**src/rtl/vx_lsu_req_arb_pkg.sv**
```systemverilog
// Shared types for the LSU request arbiter: request/response records and FSM encodings.
// The lane count is fixed here because the packed record layouts depend on it.
package vx_lsu_req_arb_pkg;

    localparam int LSU_LANES = 4;
    localparam int UUID_W    = 16;
    localparam int WID_W     = 2;
    localparam int OP_W      = 4;
    localparam int RD_W      = 5;

    localparam logic [1:0] ST_IDLE  = 2'd0;
    localparam logic [1:0] ST_DRAIN = 2'd1;
    localparam logic [1:0] ST_ISSUE = 2'd2;

    typedef struct packed {
        logic [UUID_W-1:0]          uuid;
        logic [WID_W-1:0]           wid;
        logic [LSU_LANES-1:0]       tmask;
        logic [31:0]                pc;
        logic [OP_W-1:0]            op_type;
        logic                       is_fence;
        logic [LSU_LANES-1:0][31:0] store_data;
        logic [LSU_LANES-1:0][31:0] base_addr;
        logic [31:0]                offset;
        logic [RD_W-1:0]            rd;
        logic                       wb;
        logic                       is_prefetch;
        logic                       is_matld;
    } lsu_req_t;

    typedef struct packed {
        logic [UUID_W-1:0]          uuid;
        logic [WID_W-1:0]           wid;
        logic [LSU_LANES-1:0]       tmask;
        logic [31:0]                pc;
        logic [OP_W-1:0]            op_type;
        logic                       is_fence;
        logic [LSU_LANES-1:0][31:0] store_data;
        logic [LSU_LANES-1:0][31:0] addr;
        logic [RD_W-1:0]            rd;
        logic                       wb;
        logic                       is_prefetch;
        logic                       is_matld;
    } lsu_out_t;

endpackage

```
**src/rtl/vx_lsu_req_arb_fifo.sv**
```systemverilog
// Small power-of-two FIFO; head is read straight from storage so data is
// visible the cycle after the push. Callers guard push with !full and pop with !empty.
module vx_lsu_req_arb_fifo #(
    parameter int WIDTH = 8,
    parameter int DEPTH = 2,
    localparam int AW = $clog2(DEPTH)
) (
    input  logic             clk,
    input  logic             reset,
    input  logic             push,
    input  logic             pop,
    input  logic [WIDTH-1:0] data_in,
    output logic [WIDTH-1:0] data_out,
    output logic             empty,
    output logic             full
);

    logic [WIDTH-1:0] mem [DEPTH];
    logic [AW-1:0]    rd_ptr;
    logic [AW-1:0]    wr_ptr;
    logic [AW:0]      count;

    always_ff @(posedge clk) begin
        if (push) begin
            mem[wr_ptr] <= data_in;
        end
    end

    always_ff @(posedge clk) begin
        if (!reset) begin
            rd_ptr <= '0;
            wr_ptr <= '0;
            count  <= '0;
        end else begin
            if (push) wr_ptr <= wr_ptr + 1'b1;
            if (pop)  rd_ptr <= rd_ptr + 1'b1;
            case ({push, pop})
                2'b10:   count <= count + 1'b1;
                2'b01:   count <= count - 1'b1;
                default: ;
            endcase
        end
    end

    assign data_out = mem[rd_ptr];
    assign empty    = (count == '0);
    assign full     = (count == (AW+1)'(DEPTH));

endmodule

```
**src/rtl/vx_lsu_req_arb.sv**
```systemverilog
// Round-robin arbiter over LSU request sources with per-lane address generation,
// an output queue, an outstanding-request limit and fence draining.
module vx_lsu_req_arb
    import vx_lsu_req_arb_pkg::*;
#(
    parameter int NUM_REQS    = 2,
    parameter int NUM_LANES   = LSU_LANES,
    parameter int DEPTH       = 2,
    parameter int MAX_PENDING = 16,
    localparam int SRC_W  = (NUM_REQS > 1) ? $clog2(NUM_REQS) : 1,
    localparam int PEND_W = $clog2(MAX_PENDING + 1)
) (
    input  logic                      clk,
    input  logic                      reset,
    input  logic [NUM_REQS-1:0]       req_valid,
    input  lsu_req_t [NUM_REQS-1:0]   req_data,
    output logic [NUM_REQS-1:0]       req_ready,
    output logic                      out_valid,
    output lsu_out_t                  out_data,
    output logic [SRC_W-1:0]          out_src,
    input  logic                      out_ready,
    input  logic                      rsp_done,
    output logic [PEND_W-1:0]         pending,
    output logic                      fence_busy
);

    typedef struct packed {
        logic [SRC_W-1:0] src;
        lsu_out_t         data;
    } q_entry_t;

    logic [1:0]       state;
    logic [SRC_W-1:0] ptr;
    logic [SRC_W-1:0] grant_idx;
    logic [SRC_W-1:0] cand_idx;
    int unsigned      cand;
    logic             grant_found;
    lsu_req_t         grant_req;
    lsu_out_t         grant_out;
    q_entry_t         head_entry;
    q_entry_t         fence_q;
    logic             q_empty;
    logic             q_full;
    logic             accept;
    logic             push;
    logic             pop;
    logic             fifo_valid;
    logic             below_limit;
    logic             dec;

    always_comb begin
        grant_found = 1'b0;
        grant_idx   = '0;
        cand        = 0;
        cand_idx    = '0;
        for (int unsigned k = 0; k < NUM_REQS; k++) begin
            cand     = (32'(ptr) + k) % 32'(NUM_REQS);
            cand_idx = SRC_W'(cand);
            if (!grant_found && req_valid[cand_idx]) begin
                grant_found = 1'b1;
                grant_idx   = cand_idx;
            end
        end
    end

    assign grant_req = req_data[grant_idx];

    // Address is resolved before queueing so the queue and fence register hold output records.
    always_comb begin
        grant_out             = '0;
        grant_out.uuid        = grant_req.uuid;
        grant_out.wid         = grant_req.wid;
        grant_out.tmask       = grant_req.tmask;
        grant_out.pc          = grant_req.pc;
        grant_out.op_type     = grant_req.op_type;
        grant_out.is_fence    = grant_req.is_fence;
        grant_out.store_data  = grant_req.store_data;
        grant_out.rd          = grant_req.rd;
        grant_out.wb          = grant_req.wb;
        grant_out.is_prefetch = grant_req.is_prefetch;
        grant_out.is_matld    = grant_req.is_matld;
        for (int unsigned l = 0; l < NUM_LANES; l++) begin
            grant_out.addr[l] = grant_req.tmask[l] ? (grant_req.base_addr[l] + grant_req.offset) : '0;
        end
    end

    assign accept      = reset && (state == ST_IDLE) && !q_full && grant_found;
    assign req_ready   = accept ? (NUM_REQS'(1) << grant_idx) : '0;
    assign push        = accept && !grant_req.is_fence;
    assign below_limit = (pending < PEND_W'(MAX_PENDING));
    assign fifo_valid  = (state != ST_ISSUE) && !q_empty && below_limit;
    assign pop         = reset && fifo_valid && out_ready;
    assign dec         = rsp_done && (pending != '0);

    assign out_valid  = reset && ((state == ST_ISSUE) || fifo_valid);
    assign out_data   = (state == ST_ISSUE) ? fence_q.data : head_entry.data;
    assign out_src    = (state == ST_ISSUE) ? fence_q.src  : head_entry.src;
    assign fence_busy = reset && (state != ST_IDLE);

    vx_lsu_req_arb_fifo #(
        .WIDTH ($bits(q_entry_t)),
        .DEPTH (DEPTH)
    ) u_queue (
        .clk      (clk),
        .reset    (reset),
        .push     (push),
        .pop      (pop),
        .data_in  (q_entry_t'{src: grant_idx, data: grant_out}),
        .data_out (head_entry),
        .empty    (q_empty),
        .full     (q_full)
    );

    always_ff @(posedge clk) begin
        if (!reset) begin
            state   <= ST_IDLE;
            ptr     <= '0;
            pending <= '0;
            fence_q <= '0;
        end else begin
            if (accept) begin
                ptr <= (grant_idx == SRC_W'(NUM_REQS - 1)) ? '0 : grant_idx + 1'b1;
            end
            case (state)
                ST_IDLE: begin
                    if (accept && grant_req.is_fence) begin
                        fence_q <= q_entry_t'{src: grant_idx, data: grant_out};
                        state   <= ST_DRAIN;
                    end
                end
                ST_DRAIN: if (q_empty && (pending == '0)) state <= ST_ISSUE;
                ST_ISSUE: if (out_ready) state <= ST_IDLE;
                default:  state <= ST_IDLE;
            endcase
            case ({pop, dec})
                2'b10:   pending <= pending + 1'b1;
                2'b01:   pending <= pending - 1'b1;
                default: ;
            endcase
        end
    end

    // A completion with nothing outstanding is dropped by the counter logic above.
    rsp_without_pending: assert property (@(posedge clk) disable iff (!reset) rsp_done |-> (pending != '0));

endmodule

```
**config.mk**
```make
export PLATFORM = sky130hd
export DESIGN_NAME = vx_lsu_req_arb
export DESIGN_NICKNAME = d
export VERILOG_FILES = /design/src/rtl/vx_lsu_req_arb_pkg.sv /design/src/rtl/vx_lsu_req_arb_fifo.sv /design/src/rtl/vx_lsu_req_arb.sv
export SDC_FILE = /design/constraint.sdc
export NUM_CORES = 2
export LEC_CHECK = 0
export BUFFER_PORTS_ARGS = -buffer_cell sky130_fd_sc_hd__buf_2
export CAP_MARGIN = 20
export CORE_AREA = 2 2 410 412
export CTS_CLUSTER_DIAMETER = 200
export DETAILED_ROUTE_END_ITERATION = 10
export DIE_AREA = 0 0 412 414
export GPL_ROUTABILITY_DRIVEN = 0
export SLEW_MARGIN = 20
export SYNTH_ARGS = -nofsm -noshare
export SYNTH_HDL_FRONTEND = slang
export SYNTH_SLANG_ARGS = --single-unit
```
**constraint.sdc**
```tcl
create_clock -name clk -period 49.5 [get_ports clk]
set_input_delay 0 -clock clk [delete_from_list [all_inputs] [get_ports clk]]
set_output_delay 0 -clock clk [all_outputs]
set_load 0.05 [all_outputs]
```
[Word level (Yosys, flattened, before mapping)]
Memory sizes are Yosys's and may differ from the RTL's. A register that Yosys moved wholly into a read port is not among the register bits.
Index checks and enable logic that the tools add are counted.
Word-level totals
  logic and storage cells: 110
  memories kept: 1
  bits of input ports: 716
  bits in writable memories: 648
  register bits: 336
Memories
  u_queue.mem: words 2, width 324, read ports 1, clocked after Yosys merged registers in 1, wr ports 1, RTL line vx_lsu_req_arb_fifo.sv:18  | logic [WIDTH-1:0] mem [DEPTH];
Operators by class
  add/sub/neg operators: 12
  shifts and indexed selects: 1
  mux-type cells: 28
  magnitude comparators: 4
  equal/unequal tests: 11
  reduce and logical (&&, ||, !) cells: 28
Operators with widths (number)
  $mux 355: 2
  $mux 323: 1
  $add 32x32->32: 4
  $mux 32: 4
  $logic_and 1x1->1: 14
  $mux 1: 14
  $pmux 5 s2: 1
  $eq 2x2->1 const B: 4
  $mux 2: 4
  $eq 2x1->1 const B: 3
  $lt 1x2->1 const B: 3
  $ne 2x2->1 const B: 3
  $pmux 2 s3: 1
  $reduce_bool 2->1: 3
  $add 5x1->5 const B: 1
  $logic_not 5->1: 1
  $lt 5x5->1 const B: 1
  $reduce_bool 5->1: 1
  $sub 5x1->5 const B: 1
  $add 1x1->1 const B: 4
  $logic_not 1->1: 4
  $logic_not 2->1: 2
  $pmux 2 s2: 1
  $reduce_and 3->1: 1
  6 further kinds: 6

[Logic depth before layout (Yosys ltp)]
  depth in word-level cells: 12
  mapped depth: 25

[Modules after synthesis]
From an unflattened synthesis, not the netlist that was laid out.
Second synthesis, totals
  cell total of the unflattened synthesis: 5272
  area total of the unflattened synthesis: 53093.4 sq um
By module, submodules not included
  vx_lsu_req_arb: instances 1, cells an instance 4242, area each 29404.5 sq um, sequential area each 6646.4 sq um
  vx_lsu_req_arb_fifo: instances 1, cells an instance 1030, area each 23689.0 sq um, sequential area each 19558.8 sq um

[Worst setup path after synthesis]
OpenSTA, ideal clock, no wires.
  path type: register to register
  start: reg ptr
  end: reg u_queue.wr_ptr
  slack: 33.624 ns
  arrival time: 15.754 ns
  cell stages (with the launch flop): 9
  library setup time: 0.121 ns
  required time: 49.379 ns
  clock period less this slack: 15.876 ns
  cells stage by stage: dfxtp_1 > nand2b_4 > nand2_4 > buf_4 > buf_2 > mux2i_1 > nand2_1 > nor2_1 > o21a_1
Between the ends
  cells in the longest elaborated chain, start to end: 10
  elaborated cells on any way between the ends: 16
  those cells by class: 1 x add/sub; 10 x mux; 5 x reduce/logical
Ends and longest elaborated chain
  start: declaration: RTL line vx_lsu_req_arb.sv:33  | logic [SRC_W-1:0] ptr;
  start signal: assignment: RTL line vx_lsu_req_arb.sv:122  | ptr <= (grant_idx == SRC_W'(NUM_REQS - 1)) ? '0 : grant_idx + 1'b1;
  $mux 1 (not written as such) (2 in a row): RTL line vx_lsu_req_arb.sv:59  | if (!grant_found && req_valid[cand_idx]) begin
  $mux 1: RTL line vx_lsu_req_arb.sv:59
  $logic_not 1->1: RTL line vx_lsu_req_arb.sv:59
  $logic_and 1x1->1: RTL line vx_lsu_req_arb.sv:59
  $mux 1: RTL line vx_lsu_req_arb.sv:59
  $mux 355 (not written as such) (2 in a row): RTL line vx_lsu_req_arb.sv:66  | assign grant_req = req_data[grant_idx];
  $logic_not 1->1: RTL line vx_lsu_req_arb.sv:89  | assign push = accept && !grant_req.is_fence;
  $logic_and 1x1->1 (*): RTL line vx_lsu_req_arb.sv:89
  end signal: assignment: RTL line vx_lsu_req_arb_fifo.sv:35  | if (push) wr_ptr <= wr_ptr + 1'b1;
  end: declaration: RTL line vx_lsu_req_arb_fifo.sv:20  | logic [AW-1:0] wr_ptr;
Every way passes the cells marked *; elsewhere a longest branch is shown, timed or not. The select of a mux whose other input is x is not followed.
A chain may end at the register's enable or synchronous reset.

[Worst setup path in the final report]
  start: reg ptr
  end: reg fence_q[70] in the netlist's numbering
Between the ends
  cells in the longest elaborated chain, start to end: 10
  elaborated cells on any way between the ends: 18
  those cells by class: 2 x add/sub; 11 x mux; 5 x reduce/logical
Ends and longest elaborated chain
  $mux 1 (not written as such) (2 in a row): RTL line vx_lsu_req_arb.sv:59
  $mux 1: RTL line vx_lsu_req_arb.sv:59
  $logic_not 1->1: RTL line vx_lsu_req_arb.sv:59
  $logic_and 1x1->1: RTL line vx_lsu_req_arb.sv:59
  $mux 1: RTL line vx_lsu_req_arb.sv:59
  $mux 355 (not written as such) (2 in a row): RTL line vx_lsu_req_arb.sv:66
  $add 32x32->32 / $logic_and 1x1->1 (equally long branches): RTL line vx_lsu_req_arb.sv:83, vx_lsu_req_arb.sv:126
  $mux 32 / $reduce_and 2->1 (equally long branches)
  end signal: assignment: RTL line vx_lsu_req_arb.sv:127  | fence_q <= q_entry_t'{src: grant_idx, data: grant_out};
  end: declaration: RTL line vx_lsu_req_arb.sv:41  | q_entry_t fence_q;
Parallel ways exist; a longest one is shown, timed or not. The select of a mux whose other input is x is not followed.

==> summary.md <==
| Metric | Value |
|---|---|
| Multi-input gate area | 23600 um^2 |
| Tmin final | 7.17 ns |
| Total gr overflow | 0 |
| WP data required | 50.08 ns |
| Syn_area_per_cell | 9.24 um^2 |
| Setup TNS | 0 ns |
| Largest net degree at the start of global routing | 210 |
| Area Growth Syn to Fin | 31.2% |
| Max Freq | 0.139 GHz |
| I/O Pins | 1049 |
| CTS Buf Count | 112 |
| Netlist cell types | 107 |
| Min Hold Slack | 0.0655 ns |
| Asr flop ratio synth | 0 |
| Met2 global-route usage | 0.414 |
| Largest delay share family, worst path | buffers and inverters |
| Crit path buf inv count | 5 |
| RSZ-0062 raised after global routing | no |
| Slowest cell on the critical path | buf_4 |
| Post-detailed-routing wire length | 221 mm |
| Clock Tree Root | clkbuf_16 |
| Most common cell in the netlist | nand2_1 |
| Number of global-route vias before repair | 45.2k |
| Sink Count | 985 |
| Mapped Cells | 5566 |
| Post-route DRC | 0 |
| Number of setup violations in the final report | 0 |
| CTS Buffer Depth | 3 |
| CP Class | register to register |
| Fill count | 16.6k |
| Max-cap viol count | 0 |
| Initial antenna violation count | 87 |
| Initial DRT Pass Iterations | 5 |
| DP Wirelength | 160 mm |
| Register area | 26200 um^2 |
| Initial Util | 0.309 |
| CTS HTree Levels | 3 |
| Routed wire per std cell | 23.9 um |
| Leak pwr | 0.0264 uW |
| Worst-case clock skew | 0.0566 ns |
| Core box area | 166000 um^2 |
| All-Layer GR Usage | 0.248 |
| Crit-path cells | nand2b_4, nand2_8, inv_16, buf_4, buf_4, nand2_1, nand2_1, dlygate4sd3_1, ha_1, ha_1, a21oi_1, nor2_1, a31o_2, a211o_1, a41o_2, a31o_2, a211oi_2, o21a_2, o31ai_2, xnor2_1, dlygate4sd3_1, o21ai_1 |
| Post-DRT Antenna Nets | 0 |
| First-pass GRT wire length | 310 mm |
| Die Height | 414 um |
| #FFs+latches synth | 985 |
| Share of cells above drive strength 1 | 0.191 |
| Clock-pin slew on the worst setup and hold paths | 0.06 ns |
| VDD IR max | 0.0315 mV |
| PD cells | 38.8 nW/um^2 |
| Number of synthesis warnings | 0 |
| Synth area leaders | edfxtp_1, nand2_1, dfxtp_1, mux2i_1, o21ai_0 |
| Final hold violations | 0 |
| Pwr Total | 2620 uW |
| Dominant cell type by area after synthesis | edfxtp_1 |
| Slew headroom | 0.260 |
| Sequential area share after synthesis | 0.510 |
| Avg Vias per Cell | 5.07 |
| GR peak layer | met2 |
| Grt met1 use | 0.285 |
| Met3 Usage GRT | 0.0539 |
| CP max stage delay | 0.76 ns |
| Cell row count | 150 |
| CP Capture Type | register |
| Most frequent cells after synthesis | nand2_1, edfxtp_1, o21ai_0 |
| Status | finished clean |
| Final Cycle Share | 0.145 |
| Max-slew violations | 0 |
| CP Max Fanout | 159 |
| First DRT Iteration DRCs | 3801 |
| Post-synth EDFFs | 648 |
| Startpoint type of the worst setup path | register |
| Share of the synthesized area in the top cell type | 0.379 |
| Postcts setup bufs | 0 |
| WP data arrival | 7.76 ns |
| Die area | 171000 um^2 |
| Die width | 412 um |
| CTS tree | built |
| Post-synth net total | 6408 |
| Via count | 47.0k |
| PortBufs | 1048 |
| Hold WC Path Type | input port to register |
| Nets@finish | 7756 |
| Main synth FF type | edfxtp_1 |
| Tightest Pin Transition | 1.10 ns |
| Synthesized cell area | 51400 um^2 |
| Clock latency on the worst-skew pair | 0.73 ns |
area by class of cell:
class	count	share of cell area
antenna	56	0.00208
clock buffer	162	0.0474
clock inverter	49	0.00979
inverter	38	0.00236
multi-input combinational	4178	0.350
sequential	985	0.389
tap	2204	0.0409
timing repair buffer	1599	0.159
per-layer routing:
layer | share of wire | wire length [um]
met5 | 0.0013 | 277
met1 | 0.38 | 83200
met4 | 0.070 | 15500
met3 | 0.080 | 17700
met2 | 0.47 | 105000
cells in the final DEF (no fill, tap or decap), types with 13 or more instances in the layout:
cell type and n:
a21boi_0 257, xnor2_1 143, buf_4 48, nor3_1 18, clkbuf_16 112, mux2i_1 330, buf_2 1047, nor2_1 171
o21a_1 15, a21o_1 44, clkbuf_8 22, dlygate4sd3_1 498, xor2_1 118, clkinv_2 17, o21bai_1 19, edfxtp_1 648
nand3_1 49, dfxtp_1 336, o21ai_0 433, nand2_1 1993, inv_1 37, ha_1 125, nand4_1 16, and2_1 27
diode_2 56, clkbuf_1 29, o211ai_1 20, a31oi_1 13, o21ai_1 35, a21oi_1 152
power breakdown:
group / total [uW] / internal, uW / switching (uW)
Sequential: 970 / 950 / 19.8
Combinational: 795 / 234 / 561
Clock: 855 / 500 / 355
Total: 2620 / 1680 / 936
state kept, by name, indices dropped and copies added, names as in the netlist, named ones only:
| register | flops |
|---|---|
| u_queue.count | 2 |
| pending | 5 |
| fence_q | 324 |
| state | 2 |
| u_queue.rd_ptr | 1 |
| u_queue.wr_ptr | 1 |
| u_queue.mem | 648 |
| ptr | 1 |
kinds of logic (layout without fill, tap and decap cells):
group / count (synthesis) / in the layout / synth area share
simple gates: 2343 / 2343 / 0.179
compound gates: 1107 / 1107 / 0.137
flops: 985 / 985 / 0.510
buf+inv: 403 / 1848 / 0.0324
mux: 335 / 335 / 0.0653
xor+xnor: 261 / 261 / 0.0445
fa+ha+maj: 132 / 132 / 0.0320
other cells: 0 / 56 / 0
worst paths after layout:
path	from	endpoint	slack [ns]	depth (start not counted)
worst max register to register	ptr	fence_q[70]	42.33	22
worst min register to register	fence_q[36]	fence_q[36]	0.45	2
worst min-delay path	req_data[95]	fence_q[63]	0.07	6
worst max-delay path	ptr	fence_q[70]	42.33	22
through the flow:
step / util / std cells / instance area [um^2] / setup WS, ns
4_1_cts: 0.405 / 9215 / 67300 / 42.43
5_1_grt: 0.405 / 9254 / 67400 / 41.96
2_1_floorplan: - / 5566 / 51400 / 33.62
3_3_place_gp: 0.352 / 8506 / 58500 / 43.32
3_5_place_dp: 0.352 / 8506 / 58500 / 43.23
6_report: 0.406 / 9271 / 67500 / 42.33
worst register-to-register path, stage by stage, from the launching register on:
cell,delay (ns)
dfxtp_1,0.35
nand2b_4,0.54
nand2_8,0.35
inv_16,0.48
buf_4,0.76
buf_4,0.79
nand2_1,0.17
nand2_1,0.08
dlygate4sd3_1,0.55
ha_1,0.23
ha_1,0.23
a21oi_1,0.06
nor2_1,0.13
a31o_2,0.16
a211o_1,0.18
a41o_2,0.27
a31o_2,0.21
a211oi_2,0.11
o21a_2,0.27
o31ai_2,0.28
xnor2_1,0.18
dlygate4sd3_1,0.59
o21ai_1,0.07
repair_timing:
action,4_1_cts,5_1_grt
hold buffers,498,0
endpoints found under the hold margin,814,0
resized for setup,0,0
No activity file was read; power rests on OpenSTA's default activity.
